$ cat src/rtl/seq_det_pkg.sv
// Shared constants for the serial pattern detector: state codes, default sizes
// and the width helper for length/fill fields.
package seq_det_pkg;

  localparam int MAX_LEN_DEF = 8;
  localparam int CNT_W_DEF   = 8;

  localparam logic [1:0] ST_IDLE = 2'd0;
  localparam logic [1:0] ST_SCAN = 2'd1;
  localparam logic [1:0] ST_HIT  = 2'd2;
  localparam logic [1:0] ST_DONE = 2'd3;

  // Wide enough to hold the value MAX_LEN itself, not just MAX_LEN-1.
  function automatic int len_width(input int max_len);
    return $clog2(max_len) + 1;
  endfunction

endpackage

$ cat src/rtl/seq_match_core.sv
// History shift register, fill counter and masked compare against the pattern.
// match_next is combinational for the bit currently being accepted.
module seq_match_core import seq_det_pkg::*; #(
  parameter int MAX_LEN = MAX_LEN_DEF,
  parameter int LEN_W   = len_width(MAX_LEN)
) (
  input  logic               clk,
  input  logic               reset,
  input  logic               accept,
  input  logic               clear,
  input  logic               din,
  input  logic               overlap,
  input  logic [LEN_W-1:0]   len,
  input  logic [MAX_LEN-1:0] pattern,
  output logic               match_next
);

  // The oldest history bit is never needed again, so only MAX_LEN-1 are stored.
  logic [MAX_LEN-2:0] hist;
  logic [MAX_LEN-1:0] hist_next;
  logic [MAX_LEN-1:0] mask;
  logic [LEN_W-1:0]   fill;
  logic [LEN_W-1:0]   fill_next;

  always_comb begin
    hist_next = {hist, din};
    fill_next = (fill == LEN_W'(MAX_LEN)) ? fill : fill + LEN_W'(1);
    for (int i = 0; i < MAX_LEN; i++) begin
      mask[i] = (LEN_W'(i) < len);
    end
    match_next = accept && (fill_next >= len) &&
                 (((hist_next ^ pattern) & mask) == '0);
  end

  always_ff @(posedge clk or posedge reset) begin
    if (reset) begin
      hist <= '0;
      fill <= '0;
    end else if (clear) begin
      hist <= '0;
      fill <= '0;
    end else if (accept) begin
      hist <= hist_next[MAX_LEN-2:0];
      // Non-overlapping mode needs a full fresh window after each match.
      fill <= (match_next && !overlap) ? '0 : fill_next;
    end
  end

endmodule

$ cat src/rtl/seq_detect_ctrl.sv
// Programmable serial pattern detector: host config handshake, arm/scan FSM,
// registered one-cycle detect pulse and a saturating match counter with stop limit.
module seq_detect_ctrl import seq_det_pkg::*; #(
  parameter int MAX_LEN = MAX_LEN_DEF,
  parameter int CNT_W   = CNT_W_DEF
) (
  input  logic                     clk,
  input  logic                     reset,
  input  logic                     cfg_valid,
  output logic                     cfg_ready,
  input  logic [MAX_LEN-1:0]       cfg_pattern,
  input  logic [$clog2(MAX_LEN):0] cfg_len,
  input  logic                     cfg_overlap,
  input  logic [CNT_W-1:0]         cfg_limit,
  input  logic                     start,
  input  logic                     abort,
  input  logic                     din_valid,
  input  logic                     din,
  output logic                     din_ready,
  output logic                     seq_detected,
  output logic [CNT_W-1:0]         match_count,
  output logic                     busy,
  output logic                     done
);

  localparam int LEN_W = len_width(MAX_LEN);

  logic [1:0]         state;
  logic [1:0]         state_nxt;
  logic [MAX_LEN-1:0] pattern;
  logic [LEN_W-1:0]   len;
  logic [LEN_W-1:0]   len_clamped;
  logic               overlap;
  logic [CNT_W-1:0]   limit;
  logic               limit_hit;
  logic               cfg_fire;
  logic               start_fire;
  logic               accept;
  logic               match_next;

  assign cfg_ready  = (state == ST_IDLE) || (state == ST_DONE);
  assign busy       = (state == ST_SCAN) || (state == ST_HIT);
  assign done       = (state == ST_DONE);
  assign limit_hit  = (limit != '0) && (match_count == limit);
  assign din_ready  = (state == ST_SCAN) || ((state == ST_HIT) && !limit_hit);
  assign cfg_fire   = cfg_valid && cfg_ready && !abort;
  assign start_fire = start && cfg_ready && !abort;
  assign accept     = din_valid && din_ready && !abort;

  assign len_clamped = (cfg_len == '0)               ? LEN_W'(1) :
                       (cfg_len > LEN_W'(MAX_LEN))   ? LEN_W'(MAX_LEN) : cfg_len;

  seq_match_core #(.MAX_LEN(MAX_LEN), .LEN_W(LEN_W)) u_core (
    .clk        (clk),
    .reset      (reset),
    .accept     (accept),
    .clear      (start_fire),
    .din        (din),
    .overlap    (overlap),
    .len        (len),
    .pattern    (pattern),
    .match_next (match_next)
  );

  always_comb begin
    state_nxt = state;
    if (abort) begin
      state_nxt = ST_IDLE;
    end else begin
      case (state)
        ST_IDLE, ST_DONE: if (start_fire) state_nxt = ST_SCAN;
        ST_SCAN:          if (match_next) state_nxt = ST_HIT;
        ST_HIT: begin
          // No bit is accepted once the limit is hit, so match_next is low here.
          if (match_next)     state_nxt = ST_HIT;
          else if (limit_hit) state_nxt = ST_DONE;
          else                state_nxt = ST_SCAN;
        end
        default:          state_nxt = ST_IDLE;
      endcase
    end
  end

  always_ff @(posedge clk or posedge reset) begin
    if (reset) begin
      state        <= ST_IDLE;
      pattern      <= '0;
      len          <= LEN_W'(1);
      overlap      <= 1'b0;
      limit        <= '0;
      match_count  <= '0;
      seq_detected <= 1'b0;
    end else begin
      state        <= state_nxt;
      seq_detected <= match_next;
      if (cfg_fire) begin
        pattern <= cfg_pattern;
        len     <= len_clamped;
        overlap <= cfg_overlap;
        limit   <= cfg_limit;
      end
      if (start_fire)
        match_count <= '0;
      else if (match_next && (match_count != '1))
        match_count <= match_count + CNT_W'(1);
    end
  end

endmodule

$ cat config.mk
export PLATFORM = sky130hd
export DESIGN_NAME = seq_detect_ctrl
export DESIGN_NICKNAME = d
export VERILOG_FILES = /design/src/rtl/seq_det_pkg.sv /design/src/rtl/seq_match_core.sv /design/src/rtl/seq_detect_ctrl.sv
export SDC_FILE = /design/constraint.sdc
export NUM_CORES = 1
export LEC_CHECK = 0
export BUFFER_PORTS_ARGS = -buffer_cell sky130_fd_sc_hd__buf_4
export CELL_PAD_IN_SITES_DETAIL_PLACEMENT = 1
export CELL_PAD_IN_SITES_GLOBAL_PLACEMENT = 1
export CORE_ASPECT_RATIO = 1.1
export CORE_MARGIN = 1.5
export CORE_UTILIZATION = 44
export CTS_CLUSTER_DIAMETER = 60
export DETAILED_ROUTE_END_ITERATION = 16
export GPL_TIMING_DRIVEN = 0
export PLACE_DENSITY = 0.78
export SETUP_SLACK_MARGIN = 0.15
export SYNTH_ARGS = -nofsm -noshare
export SYNTH_HDL_FRONTEND = slang
export SYNTH_HIERARCHICAL = 1
export SYNTH_SLANG_ARGS = --single-unit
$ cat constraint.sdc
create_clock -name clk -period 3.7 [get_ports clk]
set_input_delay 0.37 -clock clk [delete_from_list [all_inputs] [get_ports clk]]
set_output_delay 0.37 -clock clk [all_outputs]
set_load 0.01 [all_outputs]
==> reports/metrics.yaml, run 1 <==
sta:
  final-setup-viol-count: 0
  min_period_over_period_pct: 82.4
  finalHoldViolCount: 0
  max-slew-margin-rel_pct: 59.1
  tns_ns: 0
  hold_slack_ns: 0.0425
  worst_pin_slew_ns: 0.614
  timing.fmax_mhz: 328
  rsz0062_at_grt: "false"
  period_minus_slack_ns: 3.05
  skew_ns: 0.00731
  slew_violations: 0
synthesis:
  ys_top_cells_by_area: "dfrtp_1, mux2_2, ha_1"
  synth_ff_type: "dfrtp_1"
  synth_top_area_share_pct: 44.7
  yosys-mux-area-fraction_pct: 12.0
  synth_common_cells: "dfrtp_1, nor2_1, mux2_2"
  async_flop_share_pct: 100
  synth.most_common_cell: "dfrtp_1"
  synth-edff-count: 0
  synth_top_area_cell: "dfrtp_1"
  yosysUniqueCellTypes: 52
  synth_top_family_by_area: "simple AND/OR/NAND/NOR gates"
  synth-xor-area-share_pct: 7.82
  synthSimpleGateAreaFrac_pct: 13.5
  synth.avg_cell_area_um2: 11.1
  ys_seq_elements: 43
  syn_nets: 250
  syn-cell-area_um2: 2350
  synth_adder_area_share_pct: 5.32
  synthCells: 212
  yosysSeqAreaShare_pct: 45.8
  yosys_warnings: 6
  synth_compound_area_share_pct: 11.8
place:
  dpl.hpwl_um: 3990
  dp.cells: 310
  io_buffers: 40
  gp_congestion: 0.722
pwr:
  p_leak_uw: 0.00137
  fin_total_pwr_uw: 1250
  power-per-cell-area_nw_per_um2: 437
  peakVddDrop_mv: 0.261
layout:
  final_layout_size_suffix_gt1_share_pct: 31.8
  area_growth_pct: 22.0
  fin_nets: 298
  fill_cells: 568
  seq_area_um2: 1080
  multi_input_area_um2: 1190
  instances_no_fill: 319
  diodes: 0
drt:
  ant_nets: 0
  wire_per_inst_um: 16.6
  viasPerCell: 5.68
  dr.pass1.iters: 4
  drc: 0
  drt_iter0_drc: 77
  wirelength_um: 5290
  num_vias: 1812
cts:
  cts_tree: "built"
  clockBufferDepth: 2
  numCtsBuffers: 5
  cts_root_buf: "clkbuf_8"
  postCtsHoldBufs: 0
  clk-insertion-delay-late_ns: 0.30
  cts_resized: 0
  numClockSinks: 43
  cts_setup_buffers: 0
  path_clk_slew_ns: 0.08
  htree_levels: 2
floorplanning:
  ios: 41
  dieHeight_um: 79.7
  fp-row-count: 27
  coreArea_um2: 5070
  initial_core_util_pct: 46.4
  die_area_um2: 5790
  dieWidth_um: 72.7
worst_setup_path:
  startpoint_type: "flip-flop"
  cp-end-kind: "flip-flop"
  worstPathRequired_ns: 3.89
  reg2reg_slack_ns: 0.65
  cp_max_fo: 9
  cp_data_arrival_time_ns: 3.24
  r2r_cells: 14
  worstSetupPathType: "reg -> reg"
flow_run:
  cap_violations: 0
global_routing:
  overflow: 0
  antenna_found_initial: 0
  grt_usage_pct: 20.2
  grt_start_max_net_pins: 33
  grt_pass1_vias: 1892
  grt_pass1_wl_um: 8960
min_path:
  hold_path.class: "in -> async"
run_status:
  status: "complete, no violations"
-- layer usage --
metal,vias up,wire length (um),track usage (%)
met3,12,146,2.90
met5,-,0,0
li1,847,-,-
met4,0,120,7.92
met1,913,2380,26.3
met2,40,2650,33.6
-- cells in the final DEF, fill, tap and decap left out, drive strengths merged, types with 4 or more instances in the layout --
| cell | n |
|---|---|
| a21oi | 9 |
| and3 | 4 |
| buf | 46 |
| clkbuf | 7 |
| dfrtp | 42 |
| ha | 10 |
| inv | 13 |
| mux2 | 18 |
| mux2i | 8 |
| nand2 | 4 |
| nand2b | 4 |
| nand3 | 5 |
| nor2 | 19 |
| nor4 | 4 |
| o21ai | 7 |
| xnor2 | 7 |
| xor2 | 14 |
-- path summary, 6_finish.rpt --
kind,startpoint,to
min in group clk,cfg_len[3],len[0]
worst min register to register,len[0],len[0]
worst max register to register,u_core/fill[0],match_count[5]
worst min-delay path,reset,pattern[3]
max in group asynchronous,reset,len[0]
worst max-delay path,u_core/fill[0],match_count[5]
-- cell families after synthesis --
kind of cell	count (synthesis)
adder cells (fa/ha/maj)	10
AND/OR/NAND/NOR	55
AO/OA/AOI/OAI	37
flip-flops	43
XOR/XNOR	21
multiplexers	26
buffers and inverters	20
-- worst max-delay path: stages, from the launching register on --
cell and delay [ns]:
dfrtp_1 0.42, inv_1 0.09, ha_1 0.20, nand2_1 0.08, nor2_1 0.05, xnor2_1 0.23, ha_1 0.27, nand2b_1 0.14
a2111o_1 0.41, nand4_1 0.11, and2b_2 0.31, and4_1 0.27, o211ai_1 0.13, xor2_1 0.18, nor2_1 0.05
-- where the power goes --
group | total (uW) | switching (uW) | internal (uW) | leakage (uW)
registers | 590 | 59.3 | 531 | 0.000553
clock network | 384 | 165 | 219 | 0.0000612
logic | 279 | 126 | 153 | 0.000756
total | 1250 | 351 | 903 | 0.00137
-- area by class of cell --
| cell class | instances | area share, % |
|---|---|---|
| Tap cell | 58 | 2.53 |
| Buffer | 6 | 1.26 |
| Timing Repair Buffer | 41 | 11.4 |
| Multi-Input combinational cell | 149 | 41.3 |
| Inverter | 14 | 1.83 |
| Clock buffer | 6 | 2.88 |
| Sequential cell | 43 | 37.5 |
| Clock inverter | 2 | 1.22 |
-- stage by stage --
stage          area, um2  worst slack [ns]  utilization [%]
4_1_cts             2840             0.648             56.1
2_1_floorplan       2350              1.00                -
3_5_place_dp        2730             0.665             53.8
5_1_grt             2870             0.377             56.6
6_report            2870             0.651             56.6
3_3_place_gp        2730             0.708             53.8
-- registers in the layout, summed over array words and instances (netlist names) --
signal        flops
limit             8
match_count       8
pattern           8
u_core/hist       7
len               4
u_core/fill       4
state             2
overlap           1
seq_detected      1
(Power assumes the default switching activity.)
==> run 2, diff against run 1 <==
--- a/config.mk
+++ b/config.mk
@@ -5,16 +5,17 @@
 export SDC_FILE = /design/constraint.sdc
 export NUM_CORES = 1
 export LEC_CHECK = 0
+export ABC_AREA = 1
 export BUFFER_PORTS_ARGS = -buffer_cell sky130_fd_sc_hd__buf_4
 export CELL_PAD_IN_SITES_DETAIL_PLACEMENT = 1
 export CELL_PAD_IN_SITES_GLOBAL_PLACEMENT = 1
 export CORE_ASPECT_RATIO = 1.1
 export CORE_MARGIN = 1.5
-export CORE_UTILIZATION = 44
+export CORE_UTILIZATION = 37
 export CTS_CLUSTER_DIAMETER = 60
 export DETAILED_ROUTE_END_ITERATION = 16
 export GPL_TIMING_DRIVEN = 0
-export PLACE_DENSITY = 0.78
+export PLACE_DENSITY = 0.74
 export SETUP_SLACK_MARGIN = 0.15
 export SYNTH_ARGS = -nofsm -noshare
 export SYNTH_HDL_FRONTEND = slang
==> constraint.sdc (replaced) <==
create_clock -name clk -period 2.7 [get_ports clk]
set_input_delay 0.27 -clock clk [delete_from_list [all_inputs] [get_ports clk]]
set_output_delay 0.27 -clock clk [all_outputs]
set_load 0.01 [all_outputs]
==> reports/metrics.yaml, run 2 <==
run_status:
  status: "complete, no violations"
synthesis:
  syn_nets: 377  # +51%
  synthCells: 339  # +60%
  yosysUniqueCellTypes: 29  # -44%
  yosysSeqAreaShare_pct: 43.4  # -2.4 points
  ys_seq_elements: 43  # unchanged
  syn-cell-area_um2: 2480  # +5.5%
  ys_top_cells_by_area: "dfrtp_1, nand2_1, inv_1"
  synth_top_area_cell: "dfrtp_1"
  synth_top_area_share_pct: 42.4  # -2.3 points
  async_flop_share_pct: 100  # unchanged
  synth-edff-count: 0  # unchanged
  synth_common_cells: "nand2_1, inv_1, dfrtp_1"
  synth.avg_cell_area_um2: 7.32  # -34%
  synth_ff_type: "dfrtp_1"
  yosys_warnings: 6  # unchanged
  synth.most_common_cell: "nand2_1"
drt:
  ant_nets: 0  # unchanged
  wirelength_um: 6300  # +19%
  wire_per_inst_um: 13.2  # -20%
  num_vias: 2260  # +25%
  drt_iter0_drc: 44  # -43%
  drc: 0  # unchanged
  viasPerCell: 4.75  # -16%
  dr.pass1.iters: 4  # unchanged
sta:
  final.setup.worst_slack_ns: 0.238  # -0.413 ns
  skew_ns: 0.00421  # -0.00310 ns
  timing.fmax_mhz: 406  # +24%
  finalHoldViolCount: 0  # unchanged
  worst_pin_slew_ns: 0.582  # -0.0316 ns
  max-slew-margin-rel_pct: 60.9  # +1.9 points
  period_minus_slack_ns: 2.46  # -0.587 ns
  min_period_over_period_pct: 91.2  # +8.8 points
  final-setup-viol-count: 0  # unchanged
  rsz0062_at_grt: "true"
  slew_violations: 0  # unchanged
floorplanning:
  ios: 41  # unchanged
  fp-row-count: 31  # +15%
  initial_core_util_pct: 38.1  # -8.3 points
  dieWidth_um: 81.1  # +11%
  die_area_um2: 7210  # +24%
  coreArea_um2: 6520  # +29%
  dieHeight_um: 88.9  # +12%
global_routing:
  grt_start_max_net_pins: 33  # unchanged
  grt_pass1_wl_um: 10600  # +18%
  overflow: 0  # unchanged
  grt_pass1_vias: 2307  # +22%
  antenna_found_initial: 0  # unchanged
  grt_usage_pct: 18.9  # -1.3 points
worst_setup_path:
  startpoint_type: "flip-flop"
  cp_slowest_cell: "dfrtp_1"
  cp_cell_sequence: "buf_4, ha_1, nand3_1, o21ai_0, ha_1, nand2_1, inv_1, nand2_1, a21oi_2, and3_4, buf_6, nand4_1, o21ai_1, inv_1, nor2_1"
  cp-end-kind: "flip-flop"
  cp_max_fo: 6  # -3
  worstPathRequired_ns: 2.93  # -0.96 ns
  slowest_delay_ns: 0.39  # -0.03 ns
  worstSetupPathType: "reg -> reg"
  cp_data_arrival_time_ns: 2.69  # -0.55 ns
layout:
  diodes: 0  # unchanged
  final_common_cell: "nand2_1"
  utilization_pct: 48.2  # -8.5 points
  area_growth_pct: 26.5
  final_layout_size_suffix_gt1_share_pct: 22.1  # -9.7 points
  mostFrequentLayoutCells: "nand2_1, inv_1, buf_4"
  final_area_um2: 3140  # +9.4%
  fin_nets: 431  # +45%
  fill_cells: 850  # +50%
  top_regs: "limit x8, match_count x8, pattern x8"
place:
  placed_cell_area_um2: 2880  # +5.8%
  gp_congestion: 0.782  # +8.3%
  pre_cts_ws_ns: -0.0751  # -0.740 ns
  dpl.hpwl_um: 4660  # +17%
  io_buffers: 40  # unchanged
cts:
  clk-insertion-delay-late_ns: 0.29  # about the same
  cts_tree: "built"
  cts_root_buf: "clkbuf_8"
  numClockSinks: 43  # unchanged
  clockBufferDepth: 2  # unchanged
  htree_levels: 2  # unchanged
  numCtsBuffers: 5  # unchanged
  path_clk_slew_ns: 0.09  # about the same
flow_run:
  cap_violations: 0  # unchanged
pwr:
  fin_total_pwr_uw: 2850  # +130%
  power-per-cell-area_nw_per_um2: 909  # +110%
  peakVddDrop_mv: 0.347  # +33%
  p_leak_uw: 0.00169  # +23%
min_path:
  hold_path.class: "in -> reg"
[run 2: changes by cell type after synthesis, moves of 5 or more]
cell,before,now
nand2_1,4,129
inv_1,14,53
mux2_2,18,0
nand3_1,3,15
xor2_1,14,2
mux2i_1,8,0
o21ai_1,0,7
o22ai_1,2,7
[run 2: through the flow]
| stage | setup TNS [ns] | std cells | hold slack [ns] |
|---|---|---|---|
| 2_1_floorplan | 0 | 339 | 0.122 |
| 3_3_place_gp | -0.0615 | 461 | 0.305 |
| 3_5_place_dp | -0.146 | 461 | 0.317 |
| 4_1_cts | 0 | 473 | 0.154 |
| 5_1_grt | 0 | 476 | 0.161 |
| 6_report | 0 | 476 | 0.164 |
[run 2: timing repair]
item,CTS,global route
hold buffers,1,0
setup buffers,3,2
cloned,0,0
setup endpoints to repair,6,20
pin swaps,2,9
gates resized for setup,2,16
endpoints found under the hold margin,11,0
[run 2: layer usage]
layer  vias to the layer above  part of all wire, %  GRT usage (%)
met5                         -                    0              0
met4                         0                 0.86           3.92
met3                         6                  2.4           3.09
met2                        31                   49           32.2
met1                      1069                   48           25.3
li1                       1154                    -              -
[run 2: final cells by class]
cell class	instances	area (um2)	area share, %
multi-input combinational	235	1230	39.1
clock inverter	2	35.0	1.12
sequential	43	1080	34.3
clock buffer	6	82.6	2.63
buffer	4	21.3	0.678
tap	82	103	3.27
timing repair buffer	47	379	12.1
inverter	57	214	6.82
[run 2: logic make-up after synthesis]
group | synth area share, %
XOR/XNOR | 2.47
adder cells (fa/ha/maj) | 5.04
buffers and inverters | 9.48
flip-flops | 43.4
AND/OR/NAND/NOR | 31.3
AO/OA/AOI/OAI | 8.27
[run 2: worst max-delay path, delay by kind of cell, from the launching register on]
kind,cells,cell delay [ns]
buffers and inverters,4,0.39
and+or+nand+nor,6,0.65
DFF,1,0.39
AOI/OAI and AO/OA,3,0.47
adders and majority gates,2,0.50
[run 2: worst paths after layout]
path,from,endpoint,slack [ns],cells past startpoint
max in group asynchronous,reset,pattern[3],1.73,4
max,u_core/fill[0],match_count[4],0.24,15
max reg2reg,u_core/fill[0],match_count[4],0.24,15
min in group asynchronous,reset,len[2],0.53,3
min reg2reg,overlap,overlap,0.49,2
min,cfg_pattern[7],pattern[7],0.16,3
[run 2: power breakdown]
group          internal, uW  leakage, uW  switching (uW)
Clock                   300    0.0000612             234
Combinational           512      0.00107             739
Sequential              871     0.000557             197
Total                  1680      0.00169            1170
==> run 3, diff against run 2 <==
--- a/config.mk
+++ b/config.mk
@@ -6,7 +6,7 @@
 export NUM_CORES = 1
 export LEC_CHECK = 0
 export ABC_AREA = 1
-export BUFFER_PORTS_ARGS = -buffer_cell sky130_fd_sc_hd__buf_4
+export BUFFER_PORTS_ARGS = -buffer_cell sky130_fd_sc_hd__buf_2
 export CELL_PAD_IN_SITES_DETAIL_PLACEMENT = 1
 export CELL_PAD_IN_SITES_GLOBAL_PLACEMENT = 1
 export CORE_ASPECT_RATIO = 1.1
==> reports/metrics.yaml, run 3 (synthesis results as in run 2) <==
sta:
  rsz0062_at_grt: "true"
  slew_violations: 0  # unchanged
  min_period_over_period_pct: 95.0  # +3.8 points
  hold_slack_ns: 0.161  # -0.00281 ns
  finalHoldViolCount: 0  # unchanged
  worst_pin_slew_ns: 0.738  # +0.155 ns
  tns_ns: 0  # unchanged
  period_minus_slack_ns: 2.56  # +0.102 ns
  timing.fmax_mhz: 390  # -4.0%
  skew_ns: 0.00351  # -0.000709 ns
  max-slew-margin-rel_pct: 50.7  # -10 points
  final-setup-viol-count: 0  # unchanged
drt:
  viasPerCell: 4.77  # +0.53%
  drt_iter0_drc: 56  # +27%
  num_vias: 2272  # +0.53%
  drc: 0  # unchanged
  ant_nets: 0  # unchanged
  dr.pass1.iters: 4  # unchanged
  wire_per_inst_um: 13.5  # +1.9%
  wirelength_um: 6420  # +1.9%
global_routing:
  overflow: 0  # unchanged
  grt_usage_pct: 19.6  # +0.69 points
  antenna_found_initial: 0  # unchanged
  grt_pass1_vias: 2323  # +0.69%
  grt_start_max_net_pins: 33  # unchanged
  grt_pass1_wl_um: 10900  # +3.1%
floorplanning:
  die_area_um2: 7210  # unchanged
  dieHeight_um: 88.9  # unchanged
  ios: 41  # unchanged
  initial_core_util_pct: 38.1  # unchanged
  fp-row-count: 31  # unchanged
  dieWidth_um: 81.1  # unchanged
  coreArea_um2: 6520  # unchanged
cts:
  clockBufferDepth: 2  # unchanged
  numClockSinks: 43  # unchanged
  cts_tree: "built"
  htree_levels: 2  # unchanged
  numCtsBuffers: 5  # unchanged
  clk-insertion-delay-late_ns: 0.30  # about the same
  path_clk_slew_ns: 0.09  # about the same
  cts_root_buf: "clkbuf_8"
worst_setup_path:
  cp_cell_sequence: "inv_2, ha_4, nand2_4, nor2_4, xor2_2, ha_1, inv_1, nand2_1, nand2_1, nand2_1, nand2_2, a21oi_2, and3_4, inv_4, a21oi_4, nand4_1, a21oi_2"
  r2r_cells: 17  # +2
  cp_data_arrival_time_ns: 2.79  # +0.10 ns
  cp_slowest_cell: "dfrtp_1"
  critPathMostFrequentCell: "nand2_1"
  cpLargestDelayFamily: "simple AND/OR/NAND/NOR gates"
  reg2reg_to: "match_count[5]"
  worst_r2r_startpoint: "u_core/fill[1]"
  startpoint_type: "flip-flop"
  worstSetupPathType: "reg -> reg"
  worstSetupEndpoint: "match_count[5]"
  cp_num_buf_inv: 3  # -1
  setup.worst_path.start: "u_core/fill[1]"
  cp-end-kind: "flip-flop"
  reg2reg_slack_ns: 0.14  # -0.10 ns
  slowest_delay_ns: 0.40  # about the same
  worstPathRequired_ns: 2.93  # about the same
  cp.depth: 17  # +2
  cp_max_fo: 5  # -1
pwr:
  p_leak_uw: 0.00167  # -1.3%
  power-per-cell-area_nw_per_um2: 915  # +0.72%
  peakVddDrop_mv: 0.368  # +6.0%
layout:
  top_regs: "limit x8, match_count x8, pattern x8"
  area_growth_pct: 21.7
  final_common_cell: "nand2_1"
  fin_nets: 431  # unchanged
  diodes: 0  # unchanged
  final_layout_size_suffix_gt1_share_pct: 24.4  # +2.3 points
  mostFrequentLayoutCells: "nand2_1, inv_1, buf_2"
place:
  io_buffers: 40  # unchanged
  dpl.hpwl_um: 4750  # +1.9%
  gp_congestion: 0.755  # -3.4%
flow_run:
  cap_violations: 0  # unchanged
min_path:
  hold_path.class: "in -> reg"
run_status:
  status: "complete, no violations"
==> run 3: layer usage <==
layer	vias to the layer above	track usage, %	part of all wire [%]
met5	-	0	0
met4	0	6.43	1.8
met3	8	2.68	3.0
met2	44	32.1	48
met1	1065	26.7	47
li1	1155	-	-
==> run 3: repair_timing <==
action / in CTS / in global routing
hold buffers: 1 / 0
pin swaps: 2 / 15
gates resized for setup: 6 / 22
hold endpoints to repair: 11 / 0
endpoints found under the setup margin: 9 / 20
setup buffers: 5 / 1
==> run 3: power by group <==
part	switching, uW	total, uW	internal (uW)
Sequential	200	1070	872
Clock	239	420	180
Combinational	774	1270	497
==> run 3: worst min-delay path by stage <==
stage               slack (ns)           start  depth (start not counted)              to
floorplan                 0.12           reset                          1  u_core/fill[0]
global route              0.17  cfg_pattern[1]                          3      pattern[1]
detailed placement        0.30           reset                          2  u_core/fill[1]
finish                    0.16  cfg_pattern[1]                          3      pattern[1]
global placement          0.30           reset                          2  u_core/fill[1]
CTS                       0.15  cfg_pattern[1]                          3      pattern[1]
==> run 3: layout make-up <==
| class | instances | area (um2) |
|---|---|---|
| inverters | 57 | 216 |
| well taps | 82 | 103 |
| clock buffers | 5 | 68.8 |
| fillers | 860 | 3500 |
| flip-flops and latches | 43 | 1080 |
| clock inverters | 3 | 20.0 |
| multi-input cells | 235 | 1260 |
| repair buffers | 47 | 255 |
| plain buffers | 4 | 21.3 |
==> run 3: metrics by stage <==
step           setup WS (ns)  util, %  std cells  area (um2)  power [uW]
2_1_floorplan          0.305        -        339        2480        1900
3_3_place_gp         -0.0379     42.7        461        2780        2170
3_5_place_dp          -0.126     42.7        461        2780        2230
4_1_cts                0.165     45.1        475        2940        2690
5_1_grt              -0.0358     46.3        476        3020        3040
6_report               0.136     46.3        476        3020        2760
==> run 3: tightest hold or removal path, delay by kind of cell <==
kind | cells | cell delay, ns
and+or+nand+nor | 2 | 0.08
buffers and inverters | 1 | 0.07
